File: src/rtl/rv32_ctrl_pkg.sv
// Shared encodings for the RV32I multi-cycle control path.
package rv32_ctrl_pkg;

    localparam int unsigned XLEN = 32;

    typedef enum logic [4:0] {
        ALU_ADD, ALU_SUB, ALU_SLL, ALU_SLT, ALU_SLTU, ALU_XOR, ALU_SRL, ALU_SRA,
        ALU_OR, ALU_AND, ALU_EQ, ALU_NE, ALU_LT, ALU_GE, ALU_LTU, ALU_GEU, ALU_PASSB
    } alu_op_e;

    typedef enum logic [2:0] {
        INIT, FETCH, DECODE, EXEC, MEM, WB, TRAP
    } ctrl_state_e;

    typedef enum logic [3:0] {
        CL_ALU, CL_LUI, CL_AUIPC, CL_LOAD, CL_STORE,
        CL_BRANCH, CL_JAL, CL_JALR, CL_FENCE, CL_SYSTEM
    } instr_class_e;

    localparam logic [6:0] OPC_OP     = 7'h33;
    localparam logic [6:0] OPC_OP_IMM = 7'h13;
    localparam logic [6:0] OPC_LUI    = 7'h37;
    localparam logic [6:0] OPC_AUIPC  = 7'h17;
    localparam logic [6:0] OPC_JAL    = 7'h6F;
    localparam logic [6:0] OPC_JALR   = 7'h67;
    localparam logic [6:0] OPC_BRANCH = 7'h63;
    localparam logic [6:0] OPC_LOAD   = 7'h03;
    localparam logic [6:0] OPC_STORE  = 7'h23;
    localparam logic [6:0] OPC_FENCE  = 7'h0F;
    localparam logic [6:0] OPC_SYSTEM = 7'h73;

    localparam logic [2:0] IMM_I = 3'd0;
    localparam logic [2:0] IMM_S = 3'd1;
    localparam logic [2:0] IMM_B = 3'd2;
    localparam logic [2:0] IMM_U = 3'd3;
    localparam logic [2:0] IMM_J = 3'd4;

    localparam logic [1:0] WB_ALU = 2'd0;
    localparam logic [1:0] WB_MEM = 2'd1;
    localparam logic [1:0] WB_PC4 = 2'd2;

    localparam logic [1:0] PC_PLUS4 = 2'd0;
    localparam logic [1:0] PC_IMM   = 2'd1;
    localparam logic [1:0] PC_JALR  = 2'd2;

    localparam logic [1:0] SRC_A_RS1  = 2'd0;
    localparam logic [1:0] SRC_A_PC   = 2'd1;
    localparam logic [1:0] SRC_A_ZERO = 2'd2;

    localparam logic [1:0] SRC_B_RS2  = 2'd0;
    localparam logic [1:0] SRC_B_IMM  = 2'd1;
    localparam logic [1:0] SRC_B_FOUR = 2'd2;

    // Arithmetic op from funct3; alt selects SUB/SRA.
    function automatic alu_op_e arith_op(input logic [2:0] f3, input logic alt);
        case (f3)
            3'd0:    return alt ? ALU_SUB : ALU_ADD;
            3'd1:    return ALU_SLL;
            3'd2:    return ALU_SLT;
            3'd3:    return ALU_SLTU;
            3'd4:    return ALU_XOR;
            3'd5:    return alt ? ALU_SRA : ALU_SRL;
            3'd6:    return ALU_OR;
            default: return ALU_AND;
        endcase
    endfunction

endpackage

File: src/rtl/multicycle_control_fsm_decoder.sv
// Combinational IR field decode: ALU op, immediate format, class, legality.
module instr_decoder
    import rv32_ctrl_pkg::*;
(
    input  logic [6:0]   opcode,
    input  logic [2:0]   funct3,
    input  logic [6:0]   funct7,
    output alu_op_e      alu_op,
    output logic [2:0]   imm_sel,
    output instr_class_e cls,
    output logic         illegal
);

    // Opcode/funct decode with legality checks.
    always_comb begin
        alu_op  = ALU_ADD;
        imm_sel = IMM_I;
        cls     = CL_ALU;
        illegal = 1'b0;
        case (opcode)
            OPC_OP: begin
                alu_op = arith_op(funct3, funct7[5]);
                if (funct7 == 7'h20) begin
                    illegal = !((funct3 == 3'd0) || (funct3 == 3'd5));
                end else if (funct7 != 7'h00) begin
                    illegal = 1'b1;
                end
            end
            OPC_OP_IMM: begin
                alu_op = arith_op(funct3, (funct3 == 3'd5) && funct7[5]);
                if (funct3 == 3'd1) begin
                    illegal = (funct7 != 7'h00);
                end else if (funct3 == 3'd5) begin
                    illegal = (funct7 != 7'h00) && (funct7 != 7'h20);
                end
            end
            OPC_LUI: begin
                cls     = CL_LUI;
                alu_op  = ALU_PASSB;
                imm_sel = IMM_U;
            end
            OPC_AUIPC: begin
                cls     = CL_AUIPC;
                imm_sel = IMM_U;
            end
            OPC_LOAD: begin
                cls     = CL_LOAD;
                illegal = (funct3 == 3'd3) || (funct3 == 3'd6) || (funct3 == 3'd7);
            end
            OPC_STORE: begin
                cls     = CL_STORE;
                imm_sel = IMM_S;
                illegal = (funct3 > 3'd2);
            end
            OPC_BRANCH: begin
                cls     = CL_BRANCH;
                imm_sel = IMM_B;
                case (funct3)
                    3'd0:    alu_op = ALU_EQ;
                    3'd1:    alu_op = ALU_NE;
                    3'd4:    alu_op = ALU_LT;
                    3'd5:    alu_op = ALU_GE;
                    3'd6:    alu_op = ALU_LTU;
                    3'd7:    alu_op = ALU_GEU;
                    default: illegal = 1'b1;
                endcase
            end
            OPC_JAL: begin
                cls     = CL_JAL;
                imm_sel = IMM_J;
            end
            OPC_JALR: begin
                cls     = CL_JALR;
                illegal = (funct3 != 3'd0);
            end
            OPC_FENCE:  cls = CL_FENCE;
            OPC_SYSTEM: cls = CL_SYSTEM;
            default:    illegal = 1'b1;
        endcase
    end

endmodule

File: src/rtl/multicycle_control_fsm.sv
// Multi-cycle RV32I sequencer: fetch, decode, execute, memory, write-back.
module multicycle_control_fsm
    import rv32_ctrl_pkg::*;
#(
    parameter int unsigned ALU_OP_W       = 5,
    parameter int unsigned TIMEOUT_CYCLES = 15,
    parameter logic [31:0] RESET_IR       = 32'h0000_0013
) (
    input  logic                clk,
    input  logic                rst_n,
    output logic                imem_req,
    input  logic                imem_ready,
    input  logic [31:0]         imem_rdata,
    output logic [31:0]         instr,
    output logic                dmem_req,
    output logic                dmem_we,
    input  logic                dmem_ready,
    input  logic                branch_taken,
    output logic [ALU_OP_W-1:0] alu_op,
    output logic [1:0]          alu_src_a,
    output logic [1:0]          alu_src_b,
    output logic [2:0]          imm_sel,
    output logic                reg_write,
    output logic [1:0]          wb_sel,
    output logic                pc_write,
    output logic [1:0]          pc_src,
    output logic                illegal_instr,
    output logic                bus_error,
    output logic                halt,
    output logic [2:0]          state_o
);

    localparam int unsigned CNT_W = $clog2(TIMEOUT_CYCLES + 1);

    ctrl_state_e      state_q, state_d;
    logic [XLEN-1:0]  ir_q;
    logic [CNT_W-1:0] wait_cnt_q, wait_cnt_d, wait_cnt_inc;
    logic             wait_expired;
    logic             illegal_q, bus_err_q, halt_q;
    logic             ir_load, set_illegal, set_bus_err, set_halt;
    alu_op_e          dec_alu_op;
    logic [2:0]       dec_imm_sel;
    instr_class_e     dec_cls;
    logic             dec_illegal;

    instr_decoder u_dec (
        .opcode  (ir_q[6:0]),
        .funct3  (ir_q[14:12]),
        .funct7  (ir_q[31:25]),
        .alu_op  (dec_alu_op),
        .imm_sel (dec_imm_sel),
        .cls     (dec_cls),
        .illegal (dec_illegal)
    );

    assign wait_cnt_inc  = wait_cnt_q + CNT_W'(1);
    assign wait_expired  = (wait_cnt_inc == CNT_W'(TIMEOUT_CYCLES));
    assign instr         = ir_q;
    assign alu_op        = ALU_OP_W'(dec_alu_op);
    assign imm_sel       = dec_imm_sel;
    assign illegal_instr = illegal_q;
    assign bus_error     = bus_err_q;
    assign halt          = halt_q;
    assign state_o       = 3'(state_q);

    // State, IR, wait counter and sticky flags.
    always_ff @(posedge clk or negedge rst_n) begin
        if (!rst_n) begin
            state_q    <= INIT;
            ir_q       <= RESET_IR;
            wait_cnt_q <= '0;
            illegal_q  <= 1'b0;
            bus_err_q  <= 1'b0;
            halt_q     <= 1'b0;
        end else begin
            state_q    <= state_d;
            wait_cnt_q <= wait_cnt_d;
            if (ir_load)     ir_q      <= imem_rdata;
            if (set_illegal) illegal_q <= 1'b1;
            if (set_bus_err) bus_err_q <= 1'b1;
            if (set_halt)    halt_q    <= 1'b1;
        end
    end

    // ALU operand selects follow the instruction class so they stay stable across EXEC/MEM/WB.
    always_comb begin
        alu_src_a = SRC_A_RS1;
        alu_src_b = SRC_B_RS2;
        case (dec_cls)
            CL_ALU:   if (ir_q[6:0] == OPC_OP_IMM) alu_src_b = SRC_B_IMM;
            CL_LUI: begin
                alu_src_a = SRC_A_ZERO;
                alu_src_b = SRC_B_IMM;
            end
            CL_AUIPC: begin
                alu_src_a = SRC_A_PC;
                alu_src_b = SRC_B_IMM;
            end
            CL_LOAD, CL_STORE, CL_JALR: alu_src_b = SRC_B_IMM;
            default: ;
        endcase
    end

    // Next state, strobes and register-update enables.
    always_comb begin
        state_d     = state_q;
        wait_cnt_d  = '0;
        ir_load     = 1'b0;
        set_illegal = 1'b0;
        set_bus_err = 1'b0;
        set_halt    = 1'b0;
        imem_req    = 1'b0;
        dmem_req    = 1'b0;
        dmem_we     = 1'b0;
        reg_write   = 1'b0;
        wb_sel      = WB_ALU;
        pc_write    = 1'b0;
        pc_src      = PC_PLUS4;
        case (state_q)
            INIT: state_d = FETCH;
            FETCH: begin
                imem_req = 1'b1;
                if (imem_ready) begin
                    ir_load = 1'b1;
                    state_d = DECODE;
                end else if (wait_expired) begin
                    set_bus_err = 1'b1;
                    state_d     = TRAP;
                end else begin
                    wait_cnt_d = wait_cnt_inc;
                end
            end
            DECODE: begin
                if (dec_illegal) begin
                    set_illegal = 1'b1;
                    state_d     = TRAP;
                end else if (dec_cls == CL_SYSTEM) begin
                    set_halt = 1'b1;
                    state_d  = TRAP;
                end else begin
                    state_d = EXEC;
                end
            end
            EXEC: begin
                case (dec_cls)
                    CL_ALU, CL_LUI, CL_AUIPC: state_d = WB;
                    CL_LOAD, CL_STORE:        state_d = MEM;
                    CL_BRANCH: begin
                        pc_write = 1'b1;
                        pc_src   = branch_taken ? PC_IMM : PC_PLUS4;
                        state_d  = FETCH;
                    end
                    CL_JAL, CL_JALR: begin
                        reg_write = 1'b1;
                        wb_sel    = WB_PC4;
                        pc_write  = 1'b1;
                        pc_src    = (dec_cls == CL_JAL) ? PC_IMM : PC_JALR;
                        state_d   = FETCH;
                    end
                    CL_FENCE: begin
                        pc_write = 1'b1;
                        state_d  = FETCH;
                    end
                    default: state_d = TRAP;
                endcase
            end
            MEM: begin
                dmem_req = 1'b1;
                dmem_we  = (dec_cls == CL_STORE);
                if (dmem_ready) begin
                    if (dec_cls == CL_STORE) begin
                        pc_write = 1'b1;
                        state_d  = FETCH;
                    end else begin
                        state_d = WB;
                    end
                end else if (wait_expired) begin
                    set_bus_err = 1'b1;
                    state_d     = TRAP;
                end else begin
                    wait_cnt_d = wait_cnt_inc;
                end
            end
            WB: begin
                reg_write = 1'b1;
                wb_sel    = (dec_cls == CL_LOAD) ? WB_MEM : WB_ALU;
                pc_write  = 1'b1;
                state_d   = FETCH;
            end
            TRAP: ;
            default: state_d = INIT;
        endcase
    end

endmodule

File: config.mk
export PLATFORM = sky130hd
export DESIGN_NAME = multicycle_control_fsm
export DESIGN_NICKNAME = d
export VERILOG_FILES = /design/src/rtl/rv32_ctrl_pkg.sv /design/src/rtl/multicycle_control_fsm_decoder.sv /design/src/rtl/multicycle_control_fsm.sv
export SDC_FILE = /design/constraint.sdc
export NUM_CORES = 1
export LEC_CHECK = 0
export CORE_MARGIN = 3
export CORE_UTILIZATION = 41
export CTS_BUF_LIST = sky130_fd_sc_hd__clkbuf_4
export DETAILED_ROUTE_END_ITERATION = 16
export PLACE_DENSITY = 0.87
export RECOVER_POWER = 50
export SLEW_MARGIN = 20
export SYNTH_ARGS = -nofsm -noshare
export SYNTH_HDL_FRONTEND = slang
export SYNTH_SLANG_ARGS = --single-unit
File: constraint.sdc
create_clock -name clk -period 2.2 [get_ports clk]
set_clock_uncertainty 0.2 [all_clocks]
set_input_delay 0.33 -clock clk [delete_from_list [all_inputs] [get_ports clk]]
set_output_delay 0.33 -clock clk [all_outputs]
set_load 0.02 [all_outputs]
==> results by group, run 1 <==
Outcome
  • Status: finished with violations
  • Violated checks: setup timing

Routing
  • DRT iter0 DRCs: 218
  • Router iterations before antenna repair: 5
  • Via density: 5.816
  • DR WL/cell: 18.95 um
  • Detail Route Antenna Nets: 0
  • Vias post-DR: 2,902
  • Routed WL: 9456 um
  • Remaining DRCs: 0

Synthesis
  • Most numerous cell in the Yosys netlist: dfrtp_1
  • #FFs+latches synth: 42
  • Mapped cell area: 0.002452 mm2
  • Synthesized net count: 293
  • Primary FF master, synth: dfrtp_1
  • Synth cell count leaders: dfrtp_1 (39), mux2_2 (28), nand2_1 (26)
  • Synth Instances: 254
  • Top cell type's share of synthesized area: 39.80%
  • Async SR Flop Fraction: 100.0%
  • Synth warn: 0
  • Dominant cell type by area after synthesis: dfrtp_1
  • Syn avg cell area: 9.655 um2
  • Sequential area share after synthesis: 43.01%
  • EDFF count, synth: 0
  • Unique masters post-synth: 59
  • Synth area leaders: dfrtp_1 (40%), mux2_2 (13%), nand2_1 (4.0%), dfstp_2 (3.2%), o21ai_0 (2.7%)

STA
  • Worst setup margin: -0.3836 ns
  • Final Hold Viols: 0
  • TNS Setup: -4.391 ns
  • Unrepaired setup endpoints after global routing: true
  • Maximum clock rate: 387.1 MHz
  • Pin slew with the least headroom to its limit: 1.380 ns
  • Worst slew margin: 7.994%
  • Final min period: 2.584 ns
  • Slew Viols, Final: 0
  • Setup violations, final: 21
  • Final period util: 117.4%

Critical path
  • R2R depth: 8
  • Crit-path cells: buf_6 -> buf_6 -> nor2b_4 -> buf_6 -> and2_4 -> nand2_4 -> o22a_1 -> o21ai_2 -> buf_6
  • Slowest library cell on the worst path: dfrtp_2
  • R2r startpoint: instr[4]
  • Worst Setup EP: alu_op[1]
  • Worst Setup SP: instr[6]
  • Worst R2R Setup Slack: -0.18 ns
  • Crit end category: output port
  • Worst R2R End: state_o[2]
  • Req. time, crit path: 1.67 ns
  • Critical setup path kind: register to output port
  • Crit-path max FO: 4
  • Startpoint types: register
  • Most used cell, CP: buf_6
  • WP data arrival: 2.05 ns
  • Slowest cell delay on critical path: 0.45 ns

Clock tree
  • Clock Sinks: 42
  • Clk pin slew, worst setup/hold paths: 0.13 ns
  • Later-pin clock latency in the skew report: 0.36 ns
  • CTS tree: done
  • CTS H-Tree Depth: 2
  • Bufs on Longest Clock Path: 2
  • Clock root cell: clkbuf_4
  • CTS Buf Count: 5

Final layout
  • Antenna diode count: 0
  • Fin nets: 465
  • Multi-input gate area: 0.001553 mm2
  • Fin area: 0.004476 mm2
  • Register area: 0.001060 mm2
  • Filler Cells Inserted: 343
  • Layout cell share with drive strength beyond 1: 48.01%
  • Area delta synth->final: 82.50%
  • Post-Layout Cell Count: 499

Global routing
  • Global-route met2 utilization: 40.82%
  • First-pass GRT wire length: 13,700 um
  • GR Util met3: 7.044%
  • Vias in the first global route: 2,876
  • Global Route met1 Usage: 27.80%
  • Global routing's busiest layer: met2
  • Global Route Usage Sum: 23.67%
  • Largest net degree at the start of global routing: 39
  • Initial antenna violation count: 0
  • Total congestion overflow: 0

Place
  • Port-buffer cells: 94
  • Post-DP HPWL: 5378 um
  • Placement Setup Slack: -0.3879 ns
  • Post-Place Cells: 457
  • Area after DPL: 0.003884 mm2
  • Placer Congestion: 0.8943

Hold path
  • Worst hold path type: register to register

Power
  • Lkg Pwr: 0.002022 uW
  • Power per cell area: 1445 mW/mm2
  • Worst vdd ir: 908.5 uV

Floorplanning
  • IO Pins: 96
  • Core Area: 0.005642 mm2
  • Initial Util: 43.47%
  • Die Height: 83.34 um
  • Chip Width: 83.34 um
  • Rows: 27
  • Die area: 0.006946 mm2

Job
  • Max-Cap Viols: 0
[layer usage]
layer  share of wire, %  up-vias
met2                 49      182
met1                 38     1407
li1                   -     1266
met3                9.4       47
met4                3.5        0
met5                  0        -
[final cells by class]
| class | count | share of cell area (%) |
|---|---|---|
| clock buffers | 6 | 1.006 |
| well taps | 72 | 2.013 |
| multi-input cells | 185 | 34.69 |
| clock inverters | 2 | 0.3075 |
| flip-flops and latches | 42 | 23.68 |
| repair buffers | 185 | 37.71 |
| inverters | 7 | 0.5871 |
[cells by family after synthesis]
kind of cell / synth area share [%]
mux: 12.86
simple gates: 20.36
fa+ha+maj: 1.020
compound gates: 16.58
other cells: 0.1529
xor+xnor: 1.072
buf+inv: 4.949
flops: 43.01
[registers in the layout (all words and copies together) (netlist names)]
name / count
halt: 1
illegal_instr: 1
state_o: 3
instr: 32
bus_error: 1
wait_cnt_q: 4
[report_power, final]
part	total (uW)	switching, uW	internal [uW]
Clock	396	258	138
Sequential	1490	342	1150
Combinational	4580	2240	2340
Total	6470	2840	3630
[timing repair]
item / in CTS / in global routing
gates resized for setup: 155 / 42
pin swaps: 16 / 18
endpoints found under the setup margin: 23 / 27
hold buffers: 1 / 0
cloned: 0 / 0
buffers inserted: 23 / 16
hold endpoints to repair: 20 / 0
[worst min path at each step]
stage,from,to,cells after the start,slack [ns]
2_1_floorplan,rst_n,bus_error,0,-0.17
3_3_place_gp,rst_n,instr[21],1,0.14
3_5_place_dp,rst_n,instr[21],1,0.14
4_1_cts,rst_n,instr[10],2,0.28
5_1_grt,bus_error,bus_error,1,0.31
6_report,bus_error,bus_error,1,0.29
[worst max-delay path, delay by kind of cell, from the launching register on]
family / cells / cell delay, ns
AOI/OAI and AO/OA: 2 / 0.36
buffers and inverters: 4 / 0.52
DFF: 1 / 0.45
and+or+nand+nor: 3 / 0.35
[per-stage QoR]
| stage | power, uW | hold WS [ns] | util [%] |
|---|---|---|---|
| CTS | 5943 | 0.2848 | 76.11 |
| detailed placement | 5046 | 0.1427 | 68.84 |
| floorplan | 3290 | -0.1656 | - |
| finish | 6466 | 0.2917 | 79.33 |
| global route | 6803 | 0.3055 | 79.33 |
| global placement | 4959 | 0.1359 | 68.84 |
[layout by cell type, fill, tap and decap left out, types with 8 or more instances in the layout]
cell,count
a21oi_1,8
buf_4,77
buf_6,29
clkdlybuf4s50_1,67
dfrtp_1,35
mux2_2,28
nand2_1,20
nor2_1,9
o21ai_0,9
(Power assumes the default switching activity.)
==> run 2, diff against run 1 <==
- PLACE_DENSITY: 0.87 -> 0.79
==> run 2 against run 1 <==
  * The flow still finishes with violations (setup timing)
  * Routed wire length shrank 12%
  * Sequential share of layout area grew 1.2 points
  * Critical path depth fell by 3
  * Clock power down 6.3%
  * Die area is the same
  * Largest power group unchanged
==> results by group, run 2 (same netlist as run 1, synthesis figures left out) <==
Floorplanning
  • Core Area: 0.005642 mm2
  • Initial Util: 43.47%
  • Die Height: 83.34 um
  • IO Pins: 96
  • Die area: 0.006946 mm2
  • Chip Width: 83.34 um
  • Rows: 27

Critical path
  • Critical setup path kind: register to output port
  • Crit end category: output port
  • Crit-path max FO: 8
  • Req. time, crit path: 1.67 ns
  • Startpoint types: register
  • WP data arrival: 2.01 ns

Global routing
  • Initial antenna violation count: 0
  • Total congestion overflow: 0
  • Vias in the first global route: 2,590
  • First-pass GRT wire length: 12,590 um
  • Global Route Usage Sum: 21.71%
  • Largest net degree at the start of global routing: 39

STA
  • Setup violations, final: 19
  • Hold Slack: 0.2952 ns
  • Pin slew with the least headroom to its limit: 1.178 ns
  • Maximum clock rate: 393.9 MHz
  • Final period util: 115.4%
  • Final min period: 2.539 ns
  • TNS Setup: -3.051 ns
  • Unrepaired setup endpoints after global routing: true
  • Worst setup margin: -0.3388 ns
  • Final Hold Viols: 0
  • Worst slew margin: 21.50%
  • Slew Viols, Final: 0

Clock tree
  • Later-pin clock latency in the skew report: 0.34 ns
  • Clk pin slew, worst setup/hold paths: 0.12 ns
  • CTS Buf Count: 5
  • CTS H-Tree Depth: 2
  • Clock Sinks: 42
  • Bufs on Longest Clock Path: 2
  • CTS tree: done
  • Clock root cell: clkbuf_4

Outcome
  • Violated checks: setup timing
  • Status: finished with violations

Final layout
  • Layout cell share with drive strength beyond 1: 44.31%
  • Most frequent cells in the layout: clkdlybuf4s50_1 (67), buf_4 (64), dfrtp_1 (34), mux2_2 (28), nand2_1 (21)
  • Fin nets: 442
  • Area delta synth->final: 73.98%
  • Most common cell after layout, fill and taps aside: clkdlybuf4s50_1
  • Number of flip-flops under the largest register name: 32
  • Antenna diode count: 0

Routing
  • Detail Route Antenna Nets: 0
  • Remaining DRCs: 0
  • Vias post-DR: 2,646
  • DR WL/cell: 17.44 um
  • Router iterations before antenna repair: 5
  • Wire length on met2: 4205 um
  • Via density: 5.559
  • Max Used Layer: met4
  • Routed WL: 8302 um
  • Met1 WL: 3209 um
  • DRT iter0 DRCs: 195
  • Met3 wire length: 695 um

Hold path
  • Worst hold path type: register to register

Place
  • Post-DP HPWL: 5196 um
  • Placer Congestion: 0.9208
  • Port-buffer cells: 94

Power
  • Worst vdd ir: 842.7 uV
  • Power per cell area: 1420 mW/mm2
  • Lkg Pwr: 0.001890 uW

Job
  • Max-Cap Viols: 0
[run 2: area by class of cell]
type / instances / area, um2
Clock buffer: 5 / 37.54
Timing Repair Buffer: 162 / 1474
Clock inverter: 3 / 16.27
Inverter: 7 / 26.28
Multi-Input combinational cell: 185 / 1562
Tap cell: 72 / 90.09
Sequential cell: 42 / 1061
Fill cell: 367 / 1375
[run 2: worst paths after layout]
check	start	end	slack, ns	cells past startpoint
worst max-delay path	instr[4]	pc_src[0]	-0.34	6
worst min-delay path	bus_error	bus_error	0.30	1
worst max register to register	instr[6]	state_o[0]	-0.11	8
worst min register to register	bus_error	bus_error	0.30	1
max in group asynchronous	rst_n	instr[2]	0.13	3
min in group asynchronous	rst_n	instr[29]	0.54	2
[run 2: through the flow]
step / area (um2) / setup slack [ns] / cells / total power (uW) / util, %
after CTS: 4113 / -0.2904 / 472 / 5698 / 72.90
after floorplan: 2525 / -0.09946 / 254 / 3290 / -
after global placement: 3851 / -0.3357 / 451 / 4918 / 68.26
final: 4267 / -0.3388 / 476 / 6058 / 75.63
after detailed placement: 3851 / -0.3959 / 451 / 4981 / 68.26
after global routing: 4267 / -0.3988 / 476 / 6420 / 75.63
[run 2: where the power goes]
part           switching, uW  internal [uW]  total [uW]
Sequential               368           1150        1520
Combinational           2060           2110        4170
Clock                    252            119         371
[run 2: what timing repair did]
| action | CTS | global route |
|---|---|---|
| resized for setup | 134 | 48 |
| buffers inserted | 12 | 4 |
| gates cloned | 0 | 1 |
| hold buffers | 1 | 0 |
| endpoints found under the setup margin | 24 | 29 |
| pin swaps | 12 | 4 |
| hold endpoints to repair | 19 | 0 |
[run 2: routing by layer]
layer | GRT usage (%) | vias to the layer above
met5 | 0 | -
met4 | 5.349 | 0
met3 | 5.754 | 18
met2 | 37.17 | 137
met1 | 27.18 | 1273
li1 | - | 1218
[run 2: worst max-delay path, cell delays in order, from the launching register on]
cell,delay [ns]
dfstp_2,0.62
and3b_2,0.26
o21ai_2,0.20
a21oi_2,0.08
nand4b_1,0.22
a21oi_4,0.15
buf_6,0.13
